===== config.mk =====
export PLATFORM = sky130hd
export DESIGN_NAME = and_xor_arbiter_flat
export DESIGN_NICKNAME = d
export VERILOG_FILES = /design/src/rtl/and_xor_arbiter_if.sv /design/src/rtl/and_xor_arbiter.sv /design/src/flat_wrapper.sv
export SDC_FILE = /design/constraint.sdc
export NUM_CORES = 1
export LEC_CHECK = 0
export ABC_CLOCK_PERIOD_IN_PS = 1600
export CAP_MARGIN = 20
export CELL_PAD_IN_SITES_DETAIL_PLACEMENT = 0
export CELL_PAD_IN_SITES_GLOBAL_PLACEMENT = 1
export CORE_MARGIN = 2
export CORE_UTILIZATION = 36
export CTS_CLUSTER_SIZE = 8
export DETAILED_ROUTE_END_ITERATION = 12
export GPL_ROUTABILITY_DRIVEN = 0
export PLACE_DENSITY = 0.78
export SYNTH_ARGS = -nofsm -noshare
export SYNTH_HDL_FRONTEND = slang
export SYNTH_SLANG_ARGS = --single-unit

===== constraint.sdc =====
create_clock -name i_clk -period 1.6 [get_ports i_clk]
set_input_delay 0.24 -clock i_clk [delete_from_list [all_inputs] [get_ports i_clk]]
set_output_delay 0.24 -clock i_clk [all_outputs]
set_load 0.005 [all_outputs]

===== src/rtl/and_xor_arbiter_if.sv =====
// Request/result channel bundle for and_xor_arbiter.
// The master side holds the two requesters and the result consumer. The slave side is the arbiter.
interface and_xor_arbiter_if #(
  parameter int WIDTH = 8
);
  logic             i_req0_valid;
  logic [WIDTH-1:0] i_req0_op1;
  logic [WIDTH-1:0] i_req0_op2;
  logic             i_req0_funcSelect;
  logic             o_req0_ready;

  logic             i_req1_valid;
  logic [WIDTH-1:0] i_req1_op1;
  logic [WIDTH-1:0] i_req1_op2;
  logic             i_req1_funcSelect;
  logic             o_req1_ready;

  logic             o_res_valid;
  logic [WIDTH-1:0] o_res_data;
  logic             o_res_id;
  logic             i_res_ready;

  modport master (
    output i_req0_valid, i_req0_op1, i_req0_op2, i_req0_funcSelect,
    input  o_req0_ready,
    output i_req1_valid, i_req1_op1, i_req1_op2, i_req1_funcSelect,
    input  o_req1_ready,
    input  o_res_valid, o_res_data, o_res_id,
    output i_res_ready
  );

  modport slave (
    input  i_req0_valid, i_req0_op1, i_req0_op2, i_req0_funcSelect,
    output o_req0_ready,
    input  i_req1_valid, i_req1_op1, i_req1_op2, i_req1_funcSelect,
    output o_req1_ready,
    output o_res_valid, o_res_data, o_res_id,
    input  i_res_ready
  );
endinterface


===== src/rtl/and_xor_arbiter.sv =====
// Round-robin arbiter that sequences two requesters onto one shared WIDTH-bit AND/XOR unit.
// It accepts one operation, executes it, and holds a tagged result until the consumer takes it.
module and_xor_arbiter #(
  parameter int WIDTH = 8,
  parameter int CNT_W = 16
) (
  input  logic                 i_clk,
  input  logic                 i_rst_n,
  and_xor_arbiter_if.slave     bus,
  output logic                 o_busy,
  output logic [CNT_W-1:0]     o_opCount
);

  typedef enum logic [1:0] {
    ST_IDLE = 2'b00,
    ST_EXEC = 2'b01,
    ST_RESP = 2'b10
  } state_t;

  state_t           r_state;
  logic             r_ptr;
  logic [WIDTH-1:0] r_op1;
  logic [WIDTH-1:0] r_op2;
  logic             r_func;
  logic             r_id;
  logic             r_res_valid;
  logic [WIDTH-1:0] r_res_data;
  logic             r_res_id;
  logic [CNT_W-1:0] r_op_count;

  logic             w_req0_ready;
  logic             w_req1_ready;
  logic             w_deliver;

  // Function-select encoding matches the single-bit cell: 0 = AND, 1 = XOR.
  function automatic logic [WIDTH-1:0] f_logic_op(
    input logic [WIDTH-1:0] a,
    input logic [WIDTH-1:0] b,
    input logic             sel
  );
    return sel ? (a ^ b) : (a & b);
  endfunction

  // The pointer breaks ties. A lone requester wins whatever the pointer says.
  always_comb begin
    // NOTE: every output of a combinational block gets a default first, so no latch is inferred.
    w_req0_ready = 1'b0;
    w_req1_ready = 1'b0;
    if (r_state == ST_IDLE) begin
      w_req0_ready = bus.i_req0_valid & (~r_ptr | ~bus.i_req1_valid);
      w_req1_ready = bus.i_req1_valid & ( r_ptr | ~bus.i_req0_valid);
    end
  end

  assign w_deliver = r_res_valid & bus.i_res_ready;

  always_ff @(posedge i_clk or negedge i_rst_n) begin
    if (!i_rst_n) begin
      // NOTE: sequential state uses non-blocking assignments, so every register samples pre-edge values.
      r_state     <= ST_IDLE;
      r_ptr       <= 1'b0;
      r_op1       <= '0;
      r_op2       <= '0;
      r_func      <= 1'b0;
      r_id        <= 1'b0;
      r_res_valid <= 1'b0;
      r_res_data  <= '0;
      r_res_id    <= 1'b0;
      r_op_count  <= '0;
    end else begin
      case (r_state)
        ST_IDLE: begin
          if (w_req0_ready) begin
            r_op1   <= bus.i_req0_op1;
            r_op2   <= bus.i_req0_op2;
            r_func  <= bus.i_req0_funcSelect;
            r_id    <= 1'b0;
            r_state <= ST_EXEC;
          end else if (w_req1_ready) begin
            r_op1   <= bus.i_req1_op1;
            r_op2   <= bus.i_req1_op2;
            r_func  <= bus.i_req1_funcSelect;
            r_id    <= 1'b1;
            r_state <= ST_EXEC;
          end
        end

        ST_EXEC: begin
          r_res_data  <= f_logic_op(r_op1, r_op2, r_func);
          r_res_id    <= r_id;
          r_res_valid <= 1'b1;
          r_state     <= ST_RESP;
        end

        ST_RESP: begin
          // The result stays frozen until the consumer takes it. Then the other requester gets priority.
          if (w_deliver) begin
            r_res_valid <= 1'b0;
            r_ptr       <= ~r_res_id;
            r_op_count  <= r_op_count + CNT_W'(1);
            r_state     <= ST_IDLE;
          end
        end

        default: r_state <= ST_IDLE;
      endcase
    end
  end

  assign bus.o_req0_ready = w_req0_ready;
  assign bus.o_req1_ready = w_req1_ready;
  assign bus.o_res_valid  = r_res_valid;
  assign bus.o_res_data   = r_res_data;
  assign bus.o_res_id     = r_res_id;
  assign o_busy           = (r_state != ST_IDLE);
  assign o_opCount        = r_op_count;

endmodule

===== src/flat_wrapper.sv =====
// flat-port wrapper written by rule: the top's interface ports become plain ports
module and_xor_arbiter_flat 
#(
  parameter int WIDTH = 8,
  parameter int CNT_W = 16
)
  (i_clk, i_rst_n, o_busy, o_opCount, bus_i_req0_valid, bus_i_req0_op1, bus_i_req0_op2, bus_i_req0_funcSelect, bus_o_req0_ready, bus_i_req1_valid, bus_i_req1_op1, bus_i_req1_op2, bus_i_req1_funcSelect, bus_o_req1_ready, bus_o_res_valid, bus_o_res_data, bus_o_res_id, bus_i_res_ready);
  and_xor_arbiter_if #(.WIDTH(WIDTH)) bus_i ();
  input  logic i_clk;
  input  logic i_rst_n;
  output logic o_busy;
  output logic [CNT_W-1:0] o_opCount;
  input wire logic [$bits(bus_i.i_req0_valid)-1:0] bus_i_req0_valid;
  input wire logic [$bits(bus_i.i_req0_op1)-1:0] bus_i_req0_op1;
  input wire logic [$bits(bus_i.i_req0_op2)-1:0] bus_i_req0_op2;
  input wire logic [$bits(bus_i.i_req0_funcSelect)-1:0] bus_i_req0_funcSelect;
  output wire logic [$bits(bus_i.o_req0_ready)-1:0] bus_o_req0_ready;
  input wire logic [$bits(bus_i.i_req1_valid)-1:0] bus_i_req1_valid;
  input wire logic [$bits(bus_i.i_req1_op1)-1:0] bus_i_req1_op1;
  input wire logic [$bits(bus_i.i_req1_op2)-1:0] bus_i_req1_op2;
  input wire logic [$bits(bus_i.i_req1_funcSelect)-1:0] bus_i_req1_funcSelect;
  output wire logic [$bits(bus_i.o_req1_ready)-1:0] bus_o_req1_ready;
  output wire logic [$bits(bus_i.o_res_valid)-1:0] bus_o_res_valid;
  output wire logic [$bits(bus_i.o_res_data)-1:0] bus_o_res_data;
  output wire logic [$bits(bus_i.o_res_id)-1:0] bus_o_res_id;
  input wire logic [$bits(bus_i.i_res_ready)-1:0] bus_i_res_ready;
  assign bus_i.i_req0_valid = bus_i_req0_valid;
  assign bus_i.i_req0_op1 = bus_i_req0_op1;
  assign bus_i.i_req0_op2 = bus_i_req0_op2;
  assign bus_i.i_req0_funcSelect = bus_i_req0_funcSelect;
  assign bus_o_req0_ready = bus_i.o_req0_ready;
  assign bus_i.i_req1_valid = bus_i_req1_valid;
  assign bus_i.i_req1_op1 = bus_i_req1_op1;
  assign bus_i.i_req1_op2 = bus_i_req1_op2;
  assign bus_i.i_req1_funcSelect = bus_i_req1_funcSelect;
  assign bus_o_req1_ready = bus_i.o_req1_ready;
  assign bus_o_res_valid = bus_i.o_res_valid;
  assign bus_o_res_data = bus_i.o_res_data;
  assign bus_o_res_id = bus_i.o_res_id;
  assign bus_i.i_res_ready = bus_i_res_ready;
  and_xor_arbiter #(.WIDTH(WIDTH), .CNT_W(CNT_W)) u_core (.i_clk(i_clk), .i_rst_n(i_rst_n), .bus(bus_i), .o_busy(o_busy), .o_opCount(o_opCount));
endmodule

Yosys cells after proc, flatten, opt, wreduce, memory -nomap -nowiden:

Index checks and enable logic that the tools add are counted.

* register bits after elaboration: 47
* input bits: 39
* output and inout bits: 29
* logic and storage cells: 51

* add/sub/neg operators: 1
* equality and inequality tests: 4
* muxes and demuxes: 17
* bitwise operators: 11
* reduce and logical (&&, ||, !) cells: 8

Operator list (count)
* $mux W8: 5
* $add A16 B1 Y16 const B: 1
* $and A8 B8 Y8: 1
* $reduce_and A2 Y1: 4
* $xor A8 B8 Y8: 1
* $mux W1: 7
* $mux W2: 3
* $pmux W2 S3: 1
* $reduce_bool A2 Y1: 3
* $not A1 Y1: 4
* $and A1 B1 Y1: 3
* $ne A3 B3 Y1 const B: 1
* $eq A2 B1 Y1 const B: 1
* $eq A2 B2 Y1 const B: 1
* $logic_not A2 Y1: 1
* $ne A2 B1 Y1 const B: 1
* $or A1 B1 Y1: 2
* $pmux W1 S2: 1

Logic depth before layout (Yosys ltp):

Gate-level depths: netlist of run 1.

* depth after elaboration: 7
* gate-level depth with buffers: 6
* depth with buffers taken out: 4

Least setup slack after synthesis of run 1:

OpenSTA, ideal clock, no wires.

* kind: register to register
* start point: register u_core.r_state[0]
* end point: register u_core.r_op_count[9], in the netlist u_core.o_opCount[9]
* library setup time: 75 ps
* arrival time: 1286 ps
* required time: 1525 ps
* slack: 238 ps
* cell stages (with the launch flop): 6
* buffers on the path: 1
* path through: dfrtp_1 > and4b_1 > buf_6 > and3_4 > and4_4 > xor2_2

* cells in the longest elaborated chain, start to end: 2

RTL lines
* from (decl): RTL line and_xor_arbiter.sv:20 `state_t r_state;`
* from (signal assigned): RTL line and_xor_arbiter.sv:60 `r_state <= ST_IDLE;`
* from (signal assigned): RTL line and_xor_arbiter.sv:78 `r_state <= ST_EXEC;`
* from (signal assigned): RTL line and_xor_arbiter.sv:84 `r_state <= ST_EXEC;`
* $eq A2 B2 Y1: RTL line and_xor_arbiter.sv:71 `case (r_state)`
* $reduce_and A2 Y1 (no line)
* to (signal assigned): RTL line and_xor_arbiter.sv:100 `r_op_count <= r_op_count + CNT_W'(1);`
* to (decl): RTL line and_xor_arbiter.sv:29 `logic [CNT_W-1:0] r_op_count;`

Every way passes these cells.
A chain may end at the register's enable or synchronous reset.

Final worst setup path of run 1:

Same ends and word-level chain as after synthesis.

==> flow_metrics.tcl, run 1 <==
set metrics [dict create \
    max_freq_mhz 660 \
    avgSynthCellArea_um2 11.0 \
    use_met3 0.0398 \
    slew_violations 0 \
    synth_warnings 0 \
    antenna_found_initial 0 \
    reg2reg_from "u_core.r_state[0]$_DFFE_PN0P_" \
    synth_top_area_frac 0.526 \
    seqCellArea_um2 1180 \
    cp_max_fo 5 \
    cp_num_cells 5 \
    clk_path_buf_depth 2 \
    n_fill_cell 569 \
    vias 1658 \
    cts_tree "built" \
    wirelength_um 4450 \
    first_global_vias 1706 \
    reg2reg_slack_ns 0.08 \
    clk_latency_ns 0.29 \
    port_buffers 67 \
    max_stage_delay_ns 0.39 \
    area_delta_synth_final_pct 43.8 \
    die_h_um 82.8 \
    crit_buf_inv 1 \
    pwr_density_cell_nw_per_um2 1440 \
    seq_area_frac_synth 0.526 \
    irDropWorstVdd_mv 0.735 \
    synth-edff-count 0 \
    required_ns 1.82 \
    power_leakage_nw 1.53 \
    postRouteAntennaNets 0 \
    netlist_instances 204 \
    multi_input_area_um2 1010 \
    initial_core_util 0.376 \
    antenna_cells 0 \
    rows 28 \
    layout_setup_ws_ns 0.0847 \
    hp-class "input pin to async pin" \
    numCtsBuffers 5 \
    crit_chain "buf_4 > and4b_2 > and3_4 > and4_4 > xor2_2" \
    ys.flop_type "dfrtp_1" \
    worstReg2RegEnd "u_core.o_opCount[9]$_DFFE_PN0P_" \
    hold_violations 0 \
    yosysTopAreaCell "dfrtp_1" \
    critPathSlowestCell "dfrtp_1" \
    relSlewSlack 0.675 \
    crit_type "flip-flop to flip-flop" \
    first_pass_iters 4 \
    hpwlAfterDp_um 3360 \
    max-cap-violations 0 \
    run_status "complete, no violations" \
    first_iter_violations 37 \
    yosys.cell_count.top_type "dfrtp_1" \
    arrival_ns 1.74 \
    yosys_register_bits 47 \
    place_area_um2 3060 \
    core-area_um2 5960 \
    design_area_um2 3220 \
    crit_family "simple AND/OR/NAND/NOR gates" \
    netlist_top_cells_area "dfrtp_1 (53%), mux2i_1 (11%), nand2_1 (6.7%), o21ai_0 (5.8%), ha_1 (5.0%)" \
    reg2reg_depth 5 \
    netlist_area_um2 2240 \
    async_reset_ff_frac 1.00 \
    finalCriticalPeriod_ns 1.52 \
    grt_remaining_overflow 0 \
    fin_setup_tns_ns 0 \
    cts_sinks 47 \
    die_area_um2 6860 \
    setup_violations 0 \
    critPathLaunchType "flip-flop" \
    drc 0 \
    chipWidth_um 82.8 \
    ios 68 \
    synthDistinctLibCells 28 \
    post-place-ws_ns -0.227 \
    grt_usage 0.139 \
    cts-root-buf "clkbuf_8" \
    fin_nets 332 \
    use_met2 0.231 \
    busiest_layer "met2" \
    synth_common_cells "dfrtp_1 (47), nand2_1 (40), o21ai_0 (26)" \
    grt_max_degree 36 \
    crit_start "u_core.r_state[0]$_DFFE_PN0P_" \
    grt.met1_usage 0.182 \
    vias_per_cell 4.62 \
    tightestPinTransition_ns 0.487 \
    post_drt_wl_per_cell_um 12.4 \
    fin_crit_sh 0.947 \
    crit_path_end_kind "flip-flop" \
    grt_pass1_wl_um 7890 \
    totalPowerFinal_mw 4.62 \
    cts_max_level 2 \
    skew_ns 0.00838 \
    mappedNetlistNets 252 \
    clkTransAtPathRegs_ns 0.09 \
    drive_gt1_frac 0.130 \
]
layer usage:
| layer | vias up | share of wire | wire, um |
|---|---|---|---|
| li1 | 860 | - | - |
| met1 | 739 | 0.46 | 2040 |
| met2 | 52 | 0.48 | 2120 |
| met3 | 7 | 0.052 | 230 |
| met4 | 0 | 0.013 | 58 |
| met5 | - | 0 | 0 |
layout make-up:
cell class | instances | area share
Clock buffer | 6 | 0.0226
Clock inverter | 1 | 0.00933
Inverter | 6 | 0.00700
Multi-Input combinational cell | 142 | 0.315
Sequential cell | 47 | 0.366
Tap cell | 75 | 0.0292
Timing Repair Buffer | 82 | 0.250
state kept, by name (all words and copies together) (netlist names):
name,count
u_core.o_opCount,16
u_core.bus.o_res_data,8
u_core.r_op1,8
u_core.r_op2,8
u_core.r_state,2
u_core.bus.o_res_id,1
u_core.bus.o_res_valid,1
u_core.r_func,1
u_core.r_id,1
u_core.r_ptr,1
cell usage in the layout (no fill, tap or decap), types with 2 or more instances in the layout:
cell type and instances:
mux2i_1 23, buf_12 2, inv_1 6, o21ai_0 25
clkbuf_8 5, and3_1 3, clkbuf_2 2, nand2b_1 2
buf_4 10, dfrtp_1 45, and4_1 2, nand2_1 40
mux2i_2 2, xnor2_1 11, nand3_1 2, ha_1 9
nand4_1 3, nor2_1 3, dfrtp_2 2, clkdlybuf4s50_1 63
xor2_1 3
worst max-delay path by stage:
stage / slack, ns / to
after detailed placement: -0.23 / bus_o_req0_ready
after CTS: -0.003 / bus_o_req0_ready
after global routing: -0.01 / u_core.r_op2[3]$_DFFE_PN0P_
final: 0.08 / u_core.o_opCount[9]$_DFFE_PN0P_
after floorplan: 0.24 / u_core.o_opCount[9]$_DFFE_PN0P_
after global placement: -0.23 / bus_o_req0_ready
logic make-up after synthesis:
group	Yosys count	synth area share
flops	47	0.526
mux	26	0.117
compound gates	28	0.0638
xor+xnor	15	0.0621
simple gates	64	0.148
buf+inv	15	0.0336
fa+ha+maj	9	0.0503
worst register-to-register path, cell delays in order (launching register included):
cell and delay [ns]:
dfrtp_1 0.39, buf_4 0.14, and4b_2 0.32, and3_4 0.22, and4_4 0.24, xor2_2 0.13
what timing repair did:
| action | CTS | global route |
|---|---|---|
| hold buffers | 1 | 0 |
| endpoints found under the setup margin | 3 | 15 |
| buffers inserted | 2 | 0 |
| hold endpoints to repair | 18 | 0 |
| gates resized for setup | 7 | 12 |
| pin swaps | 2 | 1 |
through the flow:
stage / hold slack [ns] / std cells / util
final: 0.426 / 359 / 0.540
after global routing: 0.446 / 359 / 0.540
after CTS: 0.429 / 359 / 0.538
after detailed placement: 0.223 / 349 / 0.514
after global placement: 0.211 / 349 / 0.514
after floorplan: -0.0556 / 204 / -
where the power goes:
part	internal (mW)	switching, mW	leakage (nW)
clock	0.458	0.373	0.0513
combinational	1.06	0.817	0.880
sequential	1.60	0.321	0.595
Power figures use the tool's default switching activity.
==> run 2, diff against run 1 <==
--- a/config.mk
+++ b/config.mk
@@ -18,3 +18,4 @@
 export SYNTH_ARGS = -nofsm -noshare
 export SYNTH_HDL_FRONTEND = slang
 export SYNTH_SLANG_ARGS = --single-unit
+export TNS_END_PERCENT = 5
==> run 2 against run 1 <==
Effect of this change:
- via count fell by 0.12%
- total power is 0.45% lower
- fmax down 1.2%
- register-to-register slack worse by 0.02 ns
- wire length is 1.3% lower
- largest power group unchanged
- combinational power is essentially flat
- final cell count decreased by 0.28%
==> flow_metrics.tcl, run 2 (same netlist as run 1, synthesis figures left out) <==
set metrics [dict create \
    swShare 0.327 \
    final_common_cell "clkdlybuf4s50_1" \
    numCtsBuffers 5 \
    irDropWorstVdd_mv 0.741 \
    clk_latency_ns 0.29 \
    layout_setup_ws_ns 0.0669 \
    max_freq_mhz 652 \
    post-route-util 0.539 \
    p_clk_frac 0.181 \
    crit_buf_inv 2 \
    drc 0 \
    reg2reg_depth 5 \
    run_status "complete, no violations" \
    max-cap-violations 0 \
    die_area_um2 6860 \
    cts_sinks 47 \
    worstReg2RegEnd "u_core.o_opCount[9]$_DFFE_PN0P_" \
    max_stage_delay_ns 0.42 \
    grt_pass1_wl_um 7860 \
    relSlewSlack 0.674 \
    fin_hold_ws_ns 0.423 \
    arrival_ns 1.29 \
    grt_remaining_overflow 0 \
    reg2reg_from "u_core.r_state[0]$_DFFE_PN0P_" \
    first_pass_iters 4 \
    die_h_um 82.8 \
    vias 1656 \
    power_leakage_nw 1.53 \
    final_cells 358 \
    ios 68 \
    chipWidth_um 82.8 \
    required_ns 1.36 \
    hold_violations 0 \
    reg2reg_slack_ns 0.07 \
    finalCriticalPeriod_ns 1.53 \
    initial_core_util 0.376 \
    cts-root-buf "clkbuf_8" \
    pwr_density_cell_nw_per_um2 1430 \
    rows 28 \
    totalPowerFinal_mw 4.60 \
    drive_gt1_frac 0.120 \
    critPathLaunchType "flip-flop" \
    postRouteAntennaNets 0 \
    first_iter_violations 48 \
    setup_violations 0 \
    cp_max_fo 2 \
    cts_tree "built" \
    placed_cells 349 \
    wirelength_um 4390 \
    grt_max_degree 36 \
    post_drt_wl_per_cell_um 12.3 \
    crit_type "flip-flop to output pin" \
    critPathSlowestCell "dfrtp_1" \
    crit_chain "nor2_4 > nand3_4 > inv_1 > dlygate4sd2_1" \
    clk_path_buf_depth 2 \
    antenna_cells 0 \
    fin_nets 331 \
    vias_per_cell 4.63 \
    hp-class "input pin to async pin" \
    p_int_mw 3.09 \
    pwr-share-comb 0.400 \
    port_buffers 67 \
    grt_setup_unrepaired "false" \
    slew_violations 0 \
    tightestPinTransition_ns 0.488 \
    grt_usage 0.139 \
    antenna_found_initial 0 \
    sequentialPowerShare 0.419 \
    skew_ns 0.00855 \
    first_global_vias 1694 \
    clkTransAtPathRegs_ns 0.09 \
    post-place-ws_ns -0.227 \
    power.switching_mw 1.51 \
    crit_path_end_kind "output pin" \
    core-area_um2 5960 \
    fin_crit_sh 0.958 \
    hpwlAfterDp_um 3360 \
    cts_max_level 2 \
    area_delta_synth_final_pct 43.6 \
    crit_family "flip-flops" \
    largest_register_ffs 16 \
    final_cell_mix "clkdlybuf4s50_1 (63), dfrtp_1 (45), nand2_1 (40), o21ai_0 (26), mux2i_1 (25)" \
]
## run 2: cell types whose count changed in the layout (fill, tap and decap cells not counted), sizes merged
cell / before / now
clkbuf: 8 / 6
dlygate4sd2: 1 / 2
## run 2: worst max path at each step
stage / startpoint / endpoint / slack (ns) / cells after the start
floorplan: u_core.r_state[0]$_DFFE_PN0P_ / u_core.o_opCount[9]$_DFFE_PN0P_ / 0.24 / 5
global placement: bus_i_req0_valid / bus_o_req0_ready / -0.23 / 4
detailed placement: bus_i_req0_valid / bus_o_req0_ready / -0.23 / 4
CTS: u_core.o_opCount[2]$_DFFE_PN0P_ / o_opCount[2] / 0.03 / 1
global route: u_core.r_state[1]$_DFFE_PN0P_ / bus_o_req0_ready / 0.004 / 4
finish: u_core.r_state[1]$_DFFE_PN0P_ / bus_o_req0_ready / 0.07 / 4
## run 2: layout make-up
cell class / count / area (um^2)
multi-input combinational: 142 / 1020
timing repair buffer: 81 / 798
inverter: 6 / 22.5
tap: 75 / 93.8
clock inverter: 1 / 30.0
sequential: 47 / 1180
fill: 566 / 2740
clock buffer: 6 / 72.6
## run 2: layer usage
layer	share of wire	routed length (um)	GRT usage
met3	0.052	230	0.0398
met5	0	0	0
met1	0.46	2010	0.182
met2	0.48	2100	0.229
met4	0.013	58	0.0313
## run 2: repair_timing
item	4_1_cts	5_1_grt
setup endpoints to repair	3	8
gates resized for setup	10	6
pin swaps	2	1
hold buffers	1	0
setup buffers	1	0
hold endpoints to repair	18	0
## run 2: power by group through the flow
stage / registers [mW] / clock network [mW] / logic [mW]
after floorplan: 1.85 / 0 / 1.07
after global placement: 1.92 / 0 / 1.79
after detailed placement: 1.94 / 0 / 1.82
after CTS: 1.93 / 0.863 / 1.85
after global routing: 2.00 / 0.925 / 2.11
final: 1.93 / 0.831 / 1.84
## run 2: through the flow
| step | setup TNS [ns] | cell area (um^2) |
|---|---|---|
| detailed placement | -1.83 | 3060 |
| CTS | 0 | 3190 |
| global placement | -1.68 | 3060 |
| finish | 0 | 3210 |
| floorplan | 0 | 2240 |
| global route | 0 | 3210 |
==> run 3, diff against run 2 <==
--- a/config.mk
+++ b/config.mk
@@ -5,16 +5,17 @@
 export SDC_FILE = /design/constraint.sdc
 export NUM_CORES = 1
 export LEC_CHECK = 0
+export ABC_AREA = 1
 export ABC_CLOCK_PERIOD_IN_PS = 1600
 export CAP_MARGIN = 20
 export CELL_PAD_IN_SITES_DETAIL_PLACEMENT = 0
 export CELL_PAD_IN_SITES_GLOBAL_PLACEMENT = 1
 export CORE_MARGIN = 2
-export CORE_UTILIZATION = 36
+export CORE_UTILIZATION = 35
 export CTS_CLUSTER_SIZE = 8
 export DETAILED_ROUTE_END_ITERATION = 12
 export GPL_ROUTABILITY_DRIVEN = 0
-export PLACE_DENSITY = 0.78
+export PLACE_DENSITY = 0.77
 export SYNTH_ARGS = -nofsm -noshare
 export SYNTH_HDL_FRONTEND = slang
 export SYNTH_SLANG_ARGS = --single-unit
==> run 3 against run 2 <==
Effect of this change:
- register-to-register slack improved by 0.06 ns
- flip-flop and latch count did not move
- area after synthesis rose by 7.5%
- cell area rose by 4.9%
- global-route usage rose by 1.8 points
- first-iteration DRC count rose by 50%
- non-clock buffer count rose by 1
- total power rose by 11%
- critical endpoint is now o_opCount[10]
- final cell count rose by 22%
- wire length rose by 24%
==> flow_metrics.tcl, run 3 <==
set metrics [dict create \
    drive_gt1_frac 0.101 \
    antenna_found_initial 0 \
    synth-edff-count 0 \
    rows 30 \
    hold_violations 0 \
    max-cap-violations 0 \
    vias 2047 \
    critPathSlowestCell "clkdlybuf4s50_1" \
    ys.flop_type "dfrtp_1" \
    netlist_instances 272 \
    async_reset_ff_frac 1.00 \
    clkTransAtPathRegs_ns 0.09 \
    grt_max_degree 48 \
    grt_remaining_overflow 0 \
    yosys.cell_count.top_type "nand2_1" \
    vias_per_cell 4.71 \
    skew_ns 0.00739 \
    yosysTopAreaCell "dfrtp_1" \
    die_h_um 86.9 \
    multi_input_area_um2 1090 \
    cts_sinks 47 \
    fin_crit_sh 0.964 \
    final_common_cell "nand2_1" \
    avgSynthCellArea_um2 8.84 \
    initial_core_util 0.358 \
    crit_path_end_kind "output pin" \
    core-area_um2 6720 \
    tightestPinTransition_ns 0.407 \
    place_area_um2 3220 \
    seqCellArea_um2 1180 \
    synth_warnings 0 \
    final_cell_mix "nand2_1 (78), clkdlybuf4s50_1 (62), dfrtp_1 (47), nand3_1 (26)" \
    post_drt_wl_per_cell_um 12.5 \
    crit_family "buffers and inverters" \
    crit_chain "clkdlybuf4s50_1" \
    postRouteAntennaNets 0 \
    crit_type "flip-flop to output pin" \
    fin_setup_tns_ns 0 \
    synth_common_cells "nand2_1 (78), dfrtp_1 (47), nand3_1 (26)" \
    hp-class "input pin to async pin" \
    first_iter_violations 72 \
    antenna_cells 0 \
    arrival_ns 1.30 \
    area_delta_synth_final_pct 40.2 \
    max_freq_mhz 648 \
    cts-root-buf "clkbuf_8" \
    n_fill_cell 668 \
    slew_violations 0 \
    grt_setup_unrepaired "false" \
    grt_pass1_wl_um 9290 \
    die_area_um2 7550 \
    yosys_register_bits 47 \
    drc 0 \
    run_status "complete, no violations" \
    port_buffers 67 \
    required_ns 1.36 \
    netlist_area_um2 2400 \
    power_leakage_nw 1.55 \
    cts_tree "built" \
    chipWidth_um 86.9 \
    pwr_density_cell_nw_per_um2 1520 \
    netlist_top_cells_area "dfrtp_1 (49%), nand2_1 (12%), nand3_1 (5.4%), o21a_1 (5.3%), ha_1 (4.7%)" \
    critPathLaunchType "flip-flop" \
    largest_register_ffs 16 \
    fin_hold_ws_ns 0.441 \
    clk_path_buf_depth 2 \
    crit_buf_inv 1 \
    hpwlAfterDp_um 4030 \
    fin_nets 402 \
    synth_top_area_frac 0.489 \
    clk_latency_ns 0.30 \
    grt_usage 0.157 \
    post-route-util 0.502 \
    ios 68 \
    cp_max_fo 5 \
    irDropWorstVdd_mv 0.546 \
    first_global_vias 2040 \
    relSlewSlack 0.728 \
    first_pass_iters 4 \
    synthDistinctLibCells 28 \
    seq_area_frac_synth 0.489 \
    numCtsBuffers 5 \
    design_area_um2 3370 \
    wirelength_um 5460 \
    max_stage_delay_ns 0.54 \
    mappedNetlistNets 320 \
    totalPowerFinal_mw 5.12 \
    finalCriticalPeriod_ns 1.54 \
    cts_max_level 2 \
    setup_violations 0 \
]
## run 3: logic make-up (layout without fill, tap and decap cells)
group / after synthesis / count (layout) / synth area share
buf+inv: 30 / 113 / 0.0614
compound gates: 41 / 41 / 0.105
fa+ha+maj: 9 / 9 / 0.0468
xor+xnor: 11 / 11 / 0.0401
simple gates: 134 / 134 / 0.258
flops: 47 / 47 / 0.489
## run 3: per-stage QoR
stage               worst slack [ns]  std cells
floorplan                      0.299        272
global placement              -0.168        423
detailed placement            -0.189        423
CTS                           0.0458        435
global route                0.000930        435
finish                        0.0575        435
## run 3: final cells by class
type | instances | area share
Multi-Input combinational cell | 195 | 0.322
Clock inverter | 2 | 0.0104
Inverter | 23 | 0.0264
Sequential cell | 47 | 0.349
Tap cell | 80 | 0.0297
Clock buffer | 6 | 0.0245
Timing Repair Buffer | 82 | 0.238
## run 3: final timing paths
path,depth (start not counted),to,start,slack [ns]
max,1,o_opCount[10],u_core.o_opCount[10]$_DFFE_PN0P_,0.06
min,3,u_core.o_opCount[2]$_DFFE_PN0P_,i_rst_n,0.44
max reg2reg,7,u_core.r_op2[1]$_DFFE_PN0P_,u_core.r_state[0]$_DFFE_PN0P_,0.13
min reg2reg,2,u_core.bus.o_res_data[4]$_DFFE_PN0P_,u_core.bus.o_res_data[4]$_DFFE_PN0P_,0.49
max in group asynchronous,3,u_core.r_func$_DFFE_PN0P_,i_rst_n,0.93
min in group i_clk,2,u_core.bus.o_res_data[4]$_DFFE_PN0P_,u_core.bus.o_res_data[4]$_DFFE_PN0P_,0.49
## run 3: metal layers
layer / global-route usage / wire [um] / up-vias
met1: 0.189 / 2420 / 938
li1: - / - / 1047
met3: 0.0483 / 340 / 7
met4: 0.0384 / 54 / 0
met2: 0.273 / 2640 / 55
met5: 0 / 0 / -
## run 3: what timing repair did
item	CTS	global route
gates resized for setup	6	4
hold buffers	1	0
pin swaps	1	0
endpoints found under the setup margin	3	4
setup buffers	3	0
hold endpoints to repair	47	0
## run 3: report_power, final
| part | switching, mW | total [mW] | internal [mW] | leakage, nW |
|---|---|---|---|---|
| Sequential | 0.325 | 1.96 | 1.64 | 0.568 |
| Clock | 0.404 | 0.910 | 0.506 | 0.0612 |
| Combinational | 1.08 | 2.24 | 1.16 | 0.922 |
==> variant 1, RTL diff (config.mk and constraints of run 3) <==
The 3 states of `state_t` get a one-hot encoding in 3 bits.
--- a/src/rtl/and_xor_arbiter.sv
+++ b/src/rtl/and_xor_arbiter.sv
@@ -12,8 +12,8 @@
 );
 
-  typedef enum logic [1:0] {
-    ST_IDLE = 2'b00,
-    ST_EXEC = 2'b01,
-    ST_RESP = 2'b10
+  typedef enum logic [2:0] {
+    ST_IDLE = 3'b001,
+    ST_EXEC = 3'b010,
+    ST_RESP = 3'b100
   } state_t;
 
Formal check against the unedited RTL: same outputs for any inputs over 10 cycles, from zero or initial values and one cycle with i_rst_n low; not proved beyond that.
==> variant 1 against run 3 <==
Design area increased by 5.9%. Via count increased by 12%. Hold slack got worse by 0.057 ns. Worst setup slack improved by 0.011 ns. Largest cell class unchanged. Combinational power about the same. Sequential cell count increased by 1. Power decreased by 3.7%. First-iteration DRC count increased by 67%. Wire length increased by 9.7%. Non-clock buffer count increased by 4. Synthesized area increased by 7.6%.
==> variant 1: results (changes against run 3) <==
- Outcome: completed (unchanged).
- The final wirelength is 5.99 mm (was 5.46 mm).
- The fraction of the yosys area taken by sequential cells was 46.4% (was 48.9%).
- The switching power share of the total is 38.0% (was 35.4%).
- The net count reported at finish is 466 (was 402).
- The number of warnings issued by yosys was 0 (unchanged).
- The number of enable flip-flop cells after synthesis is 0 (unchanged).
- The HPWL after detailed placement is 4.50 mm (was 4.03 mm).
- The cell total after placement is 506 (was 423).
- The number of filler cells placed in the layout is 748 (was 668).
- The distinct cell type count of the synthesized netlist was 26 (was 28).
- The iteration-0 DRC count of the detailed router is 120 (was 72).
- The antenna diode count is 0 (unchanged).
- The cell depth of the worst flop-to-flop path is 9 (was 7).
- The first-pass GRT wire length is 9.94 mm (was 9.29 mm).
- The post-detailed-placement cell area came to 3430 um^2 (was 3220 um^2).
- The total number of vias is 2290 (was 2047).
- Top cells by area, synth: sky130_fd_sc_hd__dfrtp_1, sky130_fd_sc_hd__nand2_1, sky130_fd_sc_hd__o21ai_0 (was sky130_fd_sc_hd__dfrtp_1, sky130_fd_sc_hd__nand2_1, sky130_fd_sc_hd__nand3_1).
- Most common library cells after synthesis: sky130_fd_sc_hd__nand2_1, sky130_fd_sc_hd__dfrtp_1, sky130_fd_sc_hd__o21ai_0 (was sky130_fd_sc_hd__nand2_1, sky130_fd_sc_hd__dfrtp_1, sky130_fd_sc_hd__nand3_1).
- The overall routing resource usage is 14.9% (was 15.7%).
- The per-instance average area after synthesis came to 7.66 um^2 (was 8.84 um^2).
- The number of detailed-routing iterations run before antenna repair is 5 (was 4).
- The via count of the first global-routing pass is 2062 (was 2040).
- The post-route worst hold slack came to 0.384 ns (was 0.441 ns).
- The number of buffers added by the clock tree synthesis step is 5 (unchanged).
- The number of DRC violations after detailed routing is 0 (unchanged).
- The post-route non-filler standard cell count is 518 (was 435).
- The peak ir drop on the vdd network is 0.725 mV (was 0.546 mV).
- The register clock-pin slew on the reported worst setup and hold paths is 0.09 ns (about the same).
- The largest fanout on the critical path is 3 (was 5).
- The register bit count reported by yosys is 48 (was 47).
- The end of the worst register-to-register path is u_core.r_op1[2]$_DFFE_PN0P_ (was u_core.r_op2[1]$_DFFE_PN0P_).
- The fraction of layout cells with a size suffix above 1 is 10.5% (was 10.1%).
- The total nets after synthesis is 386 (was 320).
- The worst clock skew is 0.00443 ns (was 0.00739 ns).
- The post-placement setup slack is -0.137 ns (was -0.189 ns).
- The initial antenna violation count is 0 (unchanged).
- The origin of the critical flop-to-flop path is u_core.r_state[1]$_DFFE_PN0P_ (was u_core.r_state[0]$_DFFE_PN0P_).
- The area added between synthesis and finish is 37.9% (was 40.2%).
- The flip-flop count of the largest register, all copies and words added came to 16 (unchanged).
- The leakage dissipation is 1.75 nW (was 1.55 nW).
- The number of buffers inserted by port buffering was 67 (unchanged).
- The worst-case register-to-register setup slack is 0.12 ns.
- The headroom to the max-slew limit is 67.5% (was 72.8%).
- The maximum number of pins on one net before global-route repair is 34 (was 48).
- The library cell used as clock root buffer is sky130_fd_sc_hd__clkbuf_8 (unchanged).
[variant 1: logic make-up (layout without fill, tap and decap cells)]
group                    Yosys count  after routing  share of synthesized area, %
flip-flops                        48             48                          46.4
AND/OR/NAND/NOR                  192            192                          30.9
adder cells (fa/ha/maj)            9              9                          4.35
XOR/XNOR                           7              7                          2.37
buffers and inverters             42            123                          7.59
AO/OA/AOI/OAI                     40             40                          8.36
[variant 1: metal layers]
metal | routed length, um | up-vias | GRT usage [%]
met5 | 0 | - | 0
met4 | 75 | 0 | 4.62
met3 | 256 | 5 | 2.51
met2 | 2670 | 52 | 22.7
met1 | 2990 | 1012 | 21.7
li1 | - | 1221 | -
[variant 1: power groups by stage]
stage                     sequential [W]  clock (W)  combinational, W
after CTS                        0.00194   0.000778           0.00222
final                            0.00194   0.000747           0.00224
after global placement           0.00196          0           0.00212
after detailed placement         0.00196          0           0.00216
after global routing             0.00199   0.000823           0.00257
after floorplan                  0.00187          0           0.00138
[variant 1: area by class of cell]
class	instances	area [um^2]	share of cell area [%]
Multi-Input combinational cell	248	1200	33.7
Tap cell	99	124	3.47
Clock buffer	6	82.6	2.31
Clock inverter	2	10.0	0.280
Timing Repair Buffer	86	838	23.5
Inverter	29	109	3.05
Sequential cell	48	1200	33.7
[variant 1: worst max path at each step]
stage                     slack [ns]                            start                              end  depth (start not counted)
after CTS                      -0.21    u_core.r_state[0]$_DFFE_PN1P_                           o_busy                          3
after detailed placement       -0.14                 bus_i_req1_valid      u_core.r_op1[6]$_DFFE_PN0P_                          8
after global placement         -0.14                 bus_i_req1_valid                 bus_o_req0_ready                          5
final                           0.07    u_core.r_state[1]$_DFFE_PN0P_                 bus_o_req0_ready                          5
after floorplan                 0.28  u_core.o_opCount[1]$_DFFE_PN0P_  u_core.o_opCount[8]$_DFFE_PN0P_                          8
after global routing           -0.03    u_core.r_state[1]$_DFFE_PN0P_                 bus_o_req1_ready                          5
[variant 1: worst max-delay path: stages (launching register included)]
cell and delay (ns):
sky130_fd_sc_hd__dfrtp_1 0.41, sky130_fd_sc_hd__nor2_2 0.17, sky130_fd_sc_hd__nand2_4 0.07, sky130_fd_sc_hd__buf_4 0.15
sky130_fd_sc_hd__nor2_8 0.09, sky130_fd_sc_hd__buf_6 0.10
[variant 1: repair_timing]
| item | in CTS | in global routing |
|---|---|---|
| gates resized for setup | 4 | 9 |
| endpoints found under the hold margin | 14 | 0 |
| hold buffers | 1 | 0 |
| gates cloned | 0 | 0 |
| buffers inserted | 1 | 2 |
| setup endpoints to repair | 3 | 7 |
| pin swaps | 0 | 2 |
[variant 1: stage by stage]
step | setup TNS (ns) | power (W)
after floorplan | 0 | 0.00325
after global placement | -1.79 | 0.00408
after detailed placement | -2.34 | 0.00413
after CTS | -0.211 | 0.00494
after global routing | -0.0332 | 0.00538
final | 0 | 0.00493
==> variant 2, RTL diff (settings of run 3) <==
Made on the original files. `WIDTH` is set to 8 in 3 places; all go to 12.
--- a/src/rtl/and_xor_arbiter_if.sv
+++ b/src/rtl/and_xor_arbiter_if.sv
@@ -2,5 +2,5 @@
 // The master side holds the two requesters and the result consumer. The slave side is the arbiter.
 interface and_xor_arbiter_if #(
-  parameter int WIDTH = 8
+  parameter int WIDTH = 12
 );
   logic             i_req0_valid;
--- a/src/rtl/and_xor_arbiter.sv
+++ b/src/rtl/and_xor_arbiter.sv
@@ -2,5 +2,5 @@
 // It accepts one operation, executes it, and holds a tagged result until the consumer takes it.
 module and_xor_arbiter #(
-  parameter int WIDTH = 8,
+  parameter int WIDTH = 12,
   parameter int CNT_W = 16
 ) (
--- a/src/flat_wrapper.sv
+++ b/src/flat_wrapper.sv
@@ -2,5 +2,5 @@
 module and_xor_arbiter_flat 
 #(
-  parameter int WIDTH = 8,
+  parameter int WIDTH = 12,
   parameter int CNT_W = 16
 )
Ports: changed (5 resized); port bits go from 68 to 88. No check against the original RTL was run, so the function may have changed too.
==> variant 2 against run 3 <==
Power is 34% higher. Sequential cell count up 12. Synthesized area grew 32%. Worst setup slack better by 0.029 ns. Die area is 30% higher. Design area increased by 34%. Final cell count up 44%. Wire length up 42%. Count of clock-buffer cells in the layout increased by 5. First-iteration DRC count rose by 9.7%. Largest cell class unchanged.
==> variant 2: results (changes against run 3) <==
- Top cells by area, synth: sky130_fd_sc_hd__dfrtp_1, sky130_fd_sc_hd__nand2_1, sky130_fd_sc_hd__nor2_1 (was sky130_fd_sc_hd__dfrtp_1, sky130_fd_sc_hd__nand2_1, sky130_fd_sc_hd__nand3_1).
- The largest fanout on the critical path came to 4 (was 5).
- The count of plain and timing-repair buffers in the layout is 110 (was 82).
- The number of multi-input combinational cells was 287 (was 195).
- In this design, the stage delay of the slowest critical-path cell is 0.53 ns.
- The gate count of the mapped netlist is 411 (was 272).
- The total negative slack for setup checks is 0 ns (unchanged).
- The switching power is 0.00250 W (was 0.00181 W).
- The post-placement setup slack was -0.247 ns (was -0.189 ns).
- The flip-flop and latch count is 59 (was 47).
- The number of buffers added by the clock tree synthesis step came to 9 (was 5).
- The distinct cell type count of the synthesized netlist is 22 (was 28).
- The area fraction of clock buffers and clock inverters is 4.31% (was 3.49%).
- The number of filler cells placed in the layout is 871 (was 668).
- The per-instance average area after synthesis came to 7.70 um^2 (was 8.84 um^2).
- The register clock-pin slew on the reported worst setup and hold paths is 0.07 ns (was 0.09 ns).
- The count of clock buffers in the final design is 11 (was 6).
- The non-clock inverter total of the final layout is 48 (was 23).
- The H-tree depth reported by CTS is 3 (was 2).
- The peak ir drop on the vdd network was 0.510 mV (was 0.546 mV).
- The maximum number of pins on one net before global-route repair is 39 (was 48).
- The sequential portion of the cell area is 32.9% (was 34.9%).
- The arrival time reported for the critical path endpoint came to 1.27 ns (was 1.30 ns).
- Outcome: completed (unchanged).
- The power per cell area is 1520 nW/um^2 (about the same).
- The number of buffers inserted by port buffering is 87 (was 67).
- The worst clock skew is 0.00956 ns (was 0.00739 ns).
- The headroom to the max-slew limit was 70.1% (was 72.8%).
- The first-pass GRT wire length came to 13.3 mm (was 9.29 mm).
- The final wirelength is 7.73 mm (was 5.46 mm).
- The cell total after placement is 608 (was 423).
- The overall routing resource usage came to 16.7% (was 15.7%).
- The fraction of the yosys area taken by sequential cells is 46.7% (was 48.9%).
- The final routed wire length divided by cell count came to 12.3 um (was 12.5 um).
- The fraction of cell area in non-clock buffers is 24.4% (was 23.8%).
- Most common library cells after synthesis: sky130_fd_sc_hd__nand2_1, sky130_fd_sc_hd__dfrtp_1, sky130_fd_sc_hd__nor2_1 (was sky130_fd_sc_hd__nand2_1, sky130_fd_sc_hd__dfrtp_1, sky130_fd_sc_hd__nand3_1).
- The reported combinational group power is 0.00302 W (was 0.00224 W).
- The clock latency of the later-clocked register in the worst-skew pair is 0.33 ns (was 0.30 ns).
- The fraction of layout cells with a size suffix above 1 is 9.81% (was 10.1%).
- The post-detailed-placement cell area is 4250 um^2 (was 3220 um^2).
- The via count of the first global-routing pass is 2895 (was 2040).
- The net count reported at finish is 583 (was 402).
- The total nets after synthesis is 479 (was 320).
- The HPWL after detailed placement is 5.80 mm (was 4.03 mm).
- The combined area of the multi-input logic cells is 1410 um^2 (was 1090 um^2).
- The clock share of power is 19.6% (was 17.8%).
## variant 2: kinds of logic after synthesis
| kind of cell | synth area share, % |
|---|---|
| and+or+nand+nor | 27.5 |
| AOI/OAI and AO/OA | 9.73 |
| buffers and inverters | 9.05 |
| DFF | 46.7 |
| adders and majority gates | 5.14 |
| xor gates and xnor gates | 1.94 |
## variant 2: final timing paths
path	startpoint	end	slack (ns)	depth (start not counted)
max	u_core.o_opCount[6]$_DFFE_PN0P_	o_opCount[6]	0.09	1
min	i_rst_n	u_core.o_opCount[0]$_DFFE_PN0P_	0.38	2
max reg2reg	u_core.r_state[1]$_DFFE_PN0P_	u_core.r_op2[10]$_DFFE_PN0P_	0.18	7
min reg2reg	u_core.bus.o_res_data[11]$_DFFE_PN0P_	u_core.bus.o_res_data[11]$_DFFE_PN0P_	0.48	2
max in group asynchronous	i_rst_n	u_core.r_op2[11]$_DFFE_PN0P_	0.73	3
min in group i_clk	bus_i_req1_valid	u_core.r_state[0]$_DFFE_PN0P_	0.47	3
## variant 2: timing repair
| item | in CTS | in global routing |
|---|---|---|
| hold buffers | 1 | 0 |
| endpoints found under the setup margin | 3 | 8 |
| gates resized for setup | 2 | 14 |
| hold endpoints to repair | 15 | 0 |
| buffers inserted | 2 | 1 |
| pin swaps | 2 | 2 |
## variant 2: layer usage
layer | vias to the layer above | wire (um) | part of all wire [%] | track usage, %
met5 | - | 0 | 0 | 0
met4 | 0 | 49 | 0.63 | 2.85
met3 | 6 | 504 | 6.5 | 6.03
met2 | 69 | 3720 | 48 | 29.1
met1 | 1322 | 3460 | 45 | 20.2
li1 | 1501 | - | - | -
